### config.mk
export PLATFORM = sky130hd
export DESIGN_NAME = dac_spi_tx
export DESIGN_NICKNAME = d
export VERILOG_FILES = /design/src/rtl/dac_spi_pkg.sv /design/src/rtl/dac_spi_tx_tick.sv /design/src/rtl/dac_spi_tx.sv
export SDC_FILE = /design/constraint.sdc
export NUM_CORES = 1
export LEC_CHECK = 0
export CORE_MARGIN = 4
export CORE_UTILIZATION = 50
export DETAILED_ROUTE_END_ITERATION = 12
export HOLD_SLACK_MARGIN = 0.1
export PLACE_DENSITY = 0.73
export SLEW_MARGIN = 0
export SYNTH_ARGS = -nofsm -noshare
export SYNTH_HDL_FRONTEND = slang
export SYNTH_HIERARCHICAL = 1
export SYNTH_SLANG_ARGS = --single-unit
### constraint.sdc
create_clock -name clk -period 2.5 [get_ports clk]
set_clock_uncertainty 0.05 [all_clocks]
set_input_delay 0.25 -clock clk [delete_from_list [all_inputs] [get_ports clk]]
set_output_delay 0.25 -clock clk [all_outputs]
set_load 0.005 [all_outputs]
### src/rtl/dac_spi_pkg.sv
// Shared constants and state encoding for the DAC serial transmitter.
package dac_spi_pkg;

   localparam int         FRAME_W    = 24;
   localparam logic [3:0] DAC_CMD_WR = 4'b1100;   // write-update (3), bit-reversed
   localparam logic [3:0] DAC_PAD    = 4'b0000;

   typedef enum logic [1:0] {IDLE, SHIFT, GAP} state_t;

endpackage

### src/rtl/dac_spi_tx_tick.sv
// sclk half-period tick generator: one-clk pulse every CLK_DIV clks after clr.
module dac_sclk_tick #(
   parameter int CLK_DIV = 4
)(
   input  logic clk,
   input  logic rst,
   input  logic clr,
   input  logic en,
   output logic tick
);

   localparam int CW = (CLK_DIV > 1) ? $clog2(CLK_DIV) : 1;

   logic [CW-1:0] cnt;

   assign tick = en && (cnt == CW'(CLK_DIV - 1));

   always_ff @(posedge clk or negedge rst) begin
      if (!rst)
         cnt <= '0;
      else if (clr)
         cnt <= '0;
      else if (en)
         cnt <= (cnt == CW'(CLK_DIV - 1)) ? '0 : cnt + CW'(1);
   end

endmodule

### src/rtl/dac_spi_tx.sv
// 3-wire DAC frame transmitter (sync_n/sclk/din), LSB of cmd_in shifted first.
// Define DAC_CMD_CHECK_EN to reject frames with a bad command or pad nibble.
module dac_spi_tx
   import dac_spi_pkg::*;
#(
   parameter int CLK_DIV  = 4,
   parameter int FRAME_W  = dac_spi_pkg::FRAME_W,
   parameter int SYNC_GAP = 2
)(
   input  logic               clk,
   input  logic               rst,
   input  logic [FRAME_W-1:0] cmd_in,
   input  logic               cmd_valid,
   output logic               cmd_ready,
   output logic               sync_n,
   output logic               sclk,
   output logic               din,
   output logic               busy,
   output logic               done,
   output logic               err
);

   localparam int LAST_TICK = 2 * FRAME_W + 1;
   localparam int HW        = $clog2(LAST_TICK + SYNC_GAP + 1);
   localparam int BW        = $clog2(FRAME_W + 1);

   state_t             state, state_nxt;
   logic [FRAME_W-1:0] sr, sr_nxt;
   logic [HW-1:0]      hcnt, hcnt_nxt, k;
   logic [BW-1:0]      bcnt, bcnt_nxt;
   logic               sync_nxt, sclk_nxt, din_nxt, done_nxt, err_nxt;
   logic               armed, tick, accept, frame_ok;

   // armed keeps cmd_ready low until the first edge after reset release
   assign cmd_ready = (state == IDLE) && armed && !err;
   assign busy      = (state != IDLE);
   assign accept    = cmd_valid && cmd_ready;
   assign k         = hcnt + HW'(1);

`ifdef DAC_CMD_CHECK_EN
   assign frame_ok = (cmd_in[3:0] == DAC_CMD_WR) && (cmd_in[FRAME_W-1 -: 4] == DAC_PAD);
`else
   assign frame_ok = 1'b1;
`endif

   dac_sclk_tick #(.CLK_DIV(CLK_DIV)) u_tick (
      .clk  (clk),
      .rst  (rst),
      .clr  (accept),
      .en   (busy),
      .tick (tick)
   );

   always_comb begin
      state_nxt = state;
      sr_nxt    = sr;
      hcnt_nxt  = hcnt;
      bcnt_nxt  = bcnt;
      sync_nxt  = sync_n;
      sclk_nxt  = sclk;
      din_nxt   = din;
      done_nxt  = 1'b0;
      err_nxt   = 1'b0;
      case (state)
         IDLE: begin
            if (accept) begin
               if (frame_ok) begin
                  sr_nxt    = cmd_in;
                  sync_nxt  = 1'b0;
                  din_nxt   = cmd_in[0];
                  hcnt_nxt  = '0;
                  bcnt_nxt  = '0;
                  state_nxt = SHIFT;
               end else begin
                  err_nxt = 1'b1;
               end
            end
         end
         SHIFT: begin
            if (tick) begin
               hcnt_nxt = k;
               if (k == HW'(LAST_TICK)) begin
                  sync_nxt  = 1'b1;
                  din_nxt   = 1'b0;
                  done_nxt  = 1'b1;
                  hcnt_nxt  = '0;
                  bcnt_nxt  = '0;
                  state_nxt = GAP;
               end else if (k[0]) begin
                  sclk_nxt = 1'b0;
                  bcnt_nxt = bcnt + BW'(1);
               end else begin
                  // rising edge: advance din unless all bits have been sampled
                  sclk_nxt = 1'b1;
                  if (bcnt != BW'(FRAME_W)) begin
                     sr_nxt  = sr >> 1;
                     din_nxt = sr[1];
                  end
               end
            end
         end
         GAP: begin
            if (tick) begin
               hcnt_nxt = k;
               if (k == HW'(SYNC_GAP)) begin
                  hcnt_nxt  = '0;
                  state_nxt = IDLE;
               end
            end
         end
         default: state_nxt = IDLE;
      endcase
   end

   always_ff @(posedge clk or negedge rst) begin
      if (!rst) begin
         state  <= IDLE;
         sr     <= '0;
         hcnt   <= '0;
         bcnt   <= '0;
         sync_n <= 1'b1;
         sclk   <= 1'b1;
         din    <= 1'b0;
         done   <= 1'b0;
         err    <= 1'b0;
         armed  <= 1'b0;
      end else begin
         state  <= state_nxt;
         sr     <= sr_nxt;
         hcnt   <= hcnt_nxt;
         bcnt   <= bcnt_nxt;
         sync_n <= sync_nxt;
         sclk   <= sclk_nxt;
         din    <= din_nxt;
         done   <= done_nxt;
         err    <= err_nxt;
         armed  <= 1'b1;
      end
   end

endmodule

==> flow_metrics.env <==
export IMPL_path_delay_family="compound AO/OA/AOI/OAI gates"
export IMPL_combPwrFrac_pct=49.7
export IMPL_yosysSeqAreaShare_pct=40.91
export IMPL_leakage_nw=1.412
export IMPL_routed_via_density=5.479
export IMPL_p_per_area_mw_per_mm2=974.6
export IMPL_numPortBuffers=32
export IMPL_finalWirelength_mm=5.193
export IMPL_ys_async_sr_fraction_pct=100.0
export IMPL_seq_area_mm2=0.001079
export IMPL_layout_commonest_cell="dfrtp_1"
export IMPL_diodes=0
export IMPL_place_congestion=0.9175
export IMPL_syn_inst=239
export IMPL_slew_headroom_pct=36.77
export IMPL_fin_crit_sh_pct=94.31
export IMPL_synth_flop_cell="dfrtp_1"
export IMPL_p_int_w=0.002047
export IMPL_gr_usage_all_layers_pct=17.59
export IMPL_power_share_clock_pct=14.8
export IMPL_holdPathEnd="sr[9]"
export IMPL_fillers=402
export IMPL_hold_violations=0
export IMPL_fin_nets=316
export IMPL_reg2regPathDepth=8
export IMPL_synth_top_family_by_area="multiplexers"
export IMPL_cp_end_kind="flop"
export IMPL_setup_viol=0
export IMPL_setup_ws_ps=142.2
export IMPL_hp_class="flop to flop"
export IMPL_cp_slowest_stage_delay_ps=440
export IMPL_r2r_start="state[1]"
export IMPL_postRouteAntennaNets=0
export IMPL_netlist_area_mm2=0.002636
export IMPL_grt_pass1_wl_mm=8.742
export IMPL_yosys_area_share_xor_xnor_pct=0
export IMPL_fmax_ghz=0.4241
export IMPL_grt_pass1_vias=1860
export IMPL_dp_worst_setup_slack_ps=101.2
export IMPL_cpMaxStageDelayCell="a211o_4"
export IMPL_cts_buffer_depth=2
export IMPL_multiInputGateArea_mm2=0.001446
export IMPL_fp_dieH_um=80.61
export IMPL_synth_compound_area_share_pct=12.77
export IMPL_muxShareOfSynthArea_pct=23.68
export IMPL_cp_max_fo=23
export IMPL_crit_chain="inv_1, ha_2, inv_1, and2_1, nand2b_1, o211ai_1, a211o_4, mux2_2"
export IMPL_fp_row_count=26
export IMPL_io_pins=34
export IMPL_swShare_pct=34.08
export IMPL_critPathMostFrequentCell="inv_1"
export IMPL_start_kind="flop"
export IMPL_initialDrtViolationCount=115
export IMPL_whs_ps=462.9
export IMPL_start_util_pct=51.62
export IMPL_ir_worst_vdd_mv=0.5594
export IMPL_final_cell_mix="dfrtp_1, clkdlybuf4s50_1, mux2_2"
export IMPL_h_tree_depth=2
export IMPL_drc_errors=0
export IMPL_tns_ps=0
export IMPL_rsz0062_at_grt="no"
export IMPL_tightestPinTransition_ps=948.5
export IMPL_clkTransAtPathRegs_ps=90
export IMPL_seq_power_share_pct=35.5
export IMPL_totalPowerFinal_w=0.003105
export IMPL_yosys_area_share_simple_pct=12.29
export IMPL_areaGrowthSynthToFinish_pct=20.84
export IMPL_ys_seq_elements=43
export IMPL_dieArea_mm2=0.006498
export IMPL_antenna_found_initial=0
export IMPL_cp_required_ps=2640
export IMPL_dr_pass1_iters=4
export IMPL_wl_per_cell_um=14.88
export IMPL_synth_adder_area_share_pct=5.221
export IMPL_path_class="flop to flop"
export IMPL_core_mm2=0.005107
export IMPL_p_switching_w=0.001058
export IMPL_syn_nets=277
export IMPL_outcome="completed"
export IMPL_timing_max_cap_violations=0
export IMPL_synth_cell_types=48
export IMPL_yosysWarningCount=6
export IMPL_rr_endpoint="sr[8]"
export IMPL_placed_area_mm2=0.003067
export IMPL_cp_arrival_ps=2500
export IMPL_vias=1912
export IMPL_period_needed_ps=2358
export IMPL_slew_viol_final=0
export IMPL_drive_gt1_share_pct=27.60
export IMPL_hp_start="sr[9]"
export IMPL_cts_buffers=5
export IMPL_cts_sinks=43
export IMPL_clk_latency_ps=300
export IMPL_cts_tree="yes"
export IMPL_hold_depth=1
export IMPL_final_area_mm2=0.003186
export IMPL_grt_overflow_total=0
export IMPL_rrSetupSlack_ps=140
export IMPL_post_dp_hpwl_mm=3.723
export IMPL_die_x_um=80.61
export IMPL_cp_buffers_inverters=2
export IMPL_grt_max_degree=44
export IMPL_cts_root_buffer_cell="clkbuf_8"
export IMPL_synth_edf_count=0
export IMPL_syn_area_per_cell_um2=11.03
-- worst register-to-register path: stages (launching register included) --
cell,delay [ps]
dfrtp_1,420
inv_1,140
ha_2,250
inv_1,60
and2_1,150
nand2b_1,140
o211ai_1,210
a211o_4,440
mux2_2,390
-- Yosys cell counts, types with 2 or more instances --
master	n	area, µm²
a21oi_2	2	17.52
a21boi_0	3	22.52
o21ai_0	8	40.04
nand3_1	9	45.04
nor2_1	6	22.52
dfrtp_1	41	1026
buf_4	2	15.01
nand2_1	14	52.55
nand2b_1	4	25.02
nor2b_1	2	12.51
and2_1	5	31.28
ha_1	11	137.6
conb_1	2	7.510
o211ai_1	7	52.55
or3_1	2	12.51
dfstp_2	2	52.55
o31ai_1	4	30.03
inv_1	14	52.55
and3b_1	2	17.52
buf_6	2	22.52
mux2_2	26	292.8
and3_1	3	18.77
clkbuf_1	6	22.52
buf_2	3	15.01
mux2_4	20	300.3
o22ai_1	6	37.54
mux2i_1	2	20.02
nor3_1	8	40.04
a21oi_1	4	20.02
-- worst max-delay path by stage --
stage	startpoint	to	slack, ps	depth (start not counted)
after floorplan	hcnt[1]	sr[10]	140	8
after global placement	hcnt[1]	sr[4]	140	6
after detailed placement	hcnt[0]	sr[6]	100	6
after CTS	hcnt[0]	sr[8]	90	6
after global routing	state[1]	sr[6]	20	8
final	state[1]	sr[8]	140	8
-- state kept, by name (all words and copies together) (netlist names) --
| signal | cells |
|---|---|
| state | 2 |
| done | 1 |
| din | 1 |
| bcnt | 5 |
| sr | 23 |
| armed | 1 |
| sclk | 1 |
| u_tick/cnt | 2 |
| sync_n | 1 |
| hcnt | 6 |
-- through the flow --
stage,cells,utilization (%)
after global routing,349,62.37
after floorplan,239,-
after global placement,340,60.04
final,349,62.37
after CTS,349,62.05
after detailed placement,340,60.04
-- metal layers --
layer / up-vias / share of wire, % / track usage [%]
met1: 933 / 47 / 23.97
met4: 0 / 1.8 / 6.588
met3: 8 / 4.0 / 4.036
li1: 938 / - / -
met5: - / 0 / 0
met2: 33 / 47 / 27.15
-- area by class of cell --
cell class,count,share of cell area [%]
multi-input combinational,169,45.40
sequential,43,33.86
timing repair buffer,45,13.43
tap,70,2.749
clock buffer,5,2.160
inverter,14,1.650
clock inverter,3,0.7463
-- kinds of logic (layout without fill, tap and decap cells) --
family                     count (synthesis)  after routing
DFF                                       43             43
and+or+nand+nor                           61             61
AOI/OAI and AO/OA                         46             46
buffers and inverters                     27             67
other                                      2              2
adders and majority gates                 11             11
muxes                                     49             49
-- repair_timing --
| item | in CTS | in global routing |
|---|---|---|
| setup endpoints to repair | 0 | 20 |
| hold buffers | 1 | 0 |
| setup buffers | 0 | 0 |
| hold endpoints to repair | 41 | 0 |
| resized for setup | 0 | 4 |
-- power groups by stage --
stage	Combinational [W]	Clock [W]	Sequential, W
after floorplan	0.00123	0	0.00106
after global placement	0.00150	0	0.00110
after detailed placement	0.00155	0	0.00111
after CTS	0.00155	0.000478	0.00110
after global routing	0.00168	0.000507	0.00113
final	0.00154	0.000460	0.00110
Note: power is estimated with default switching activity, not from simulation.
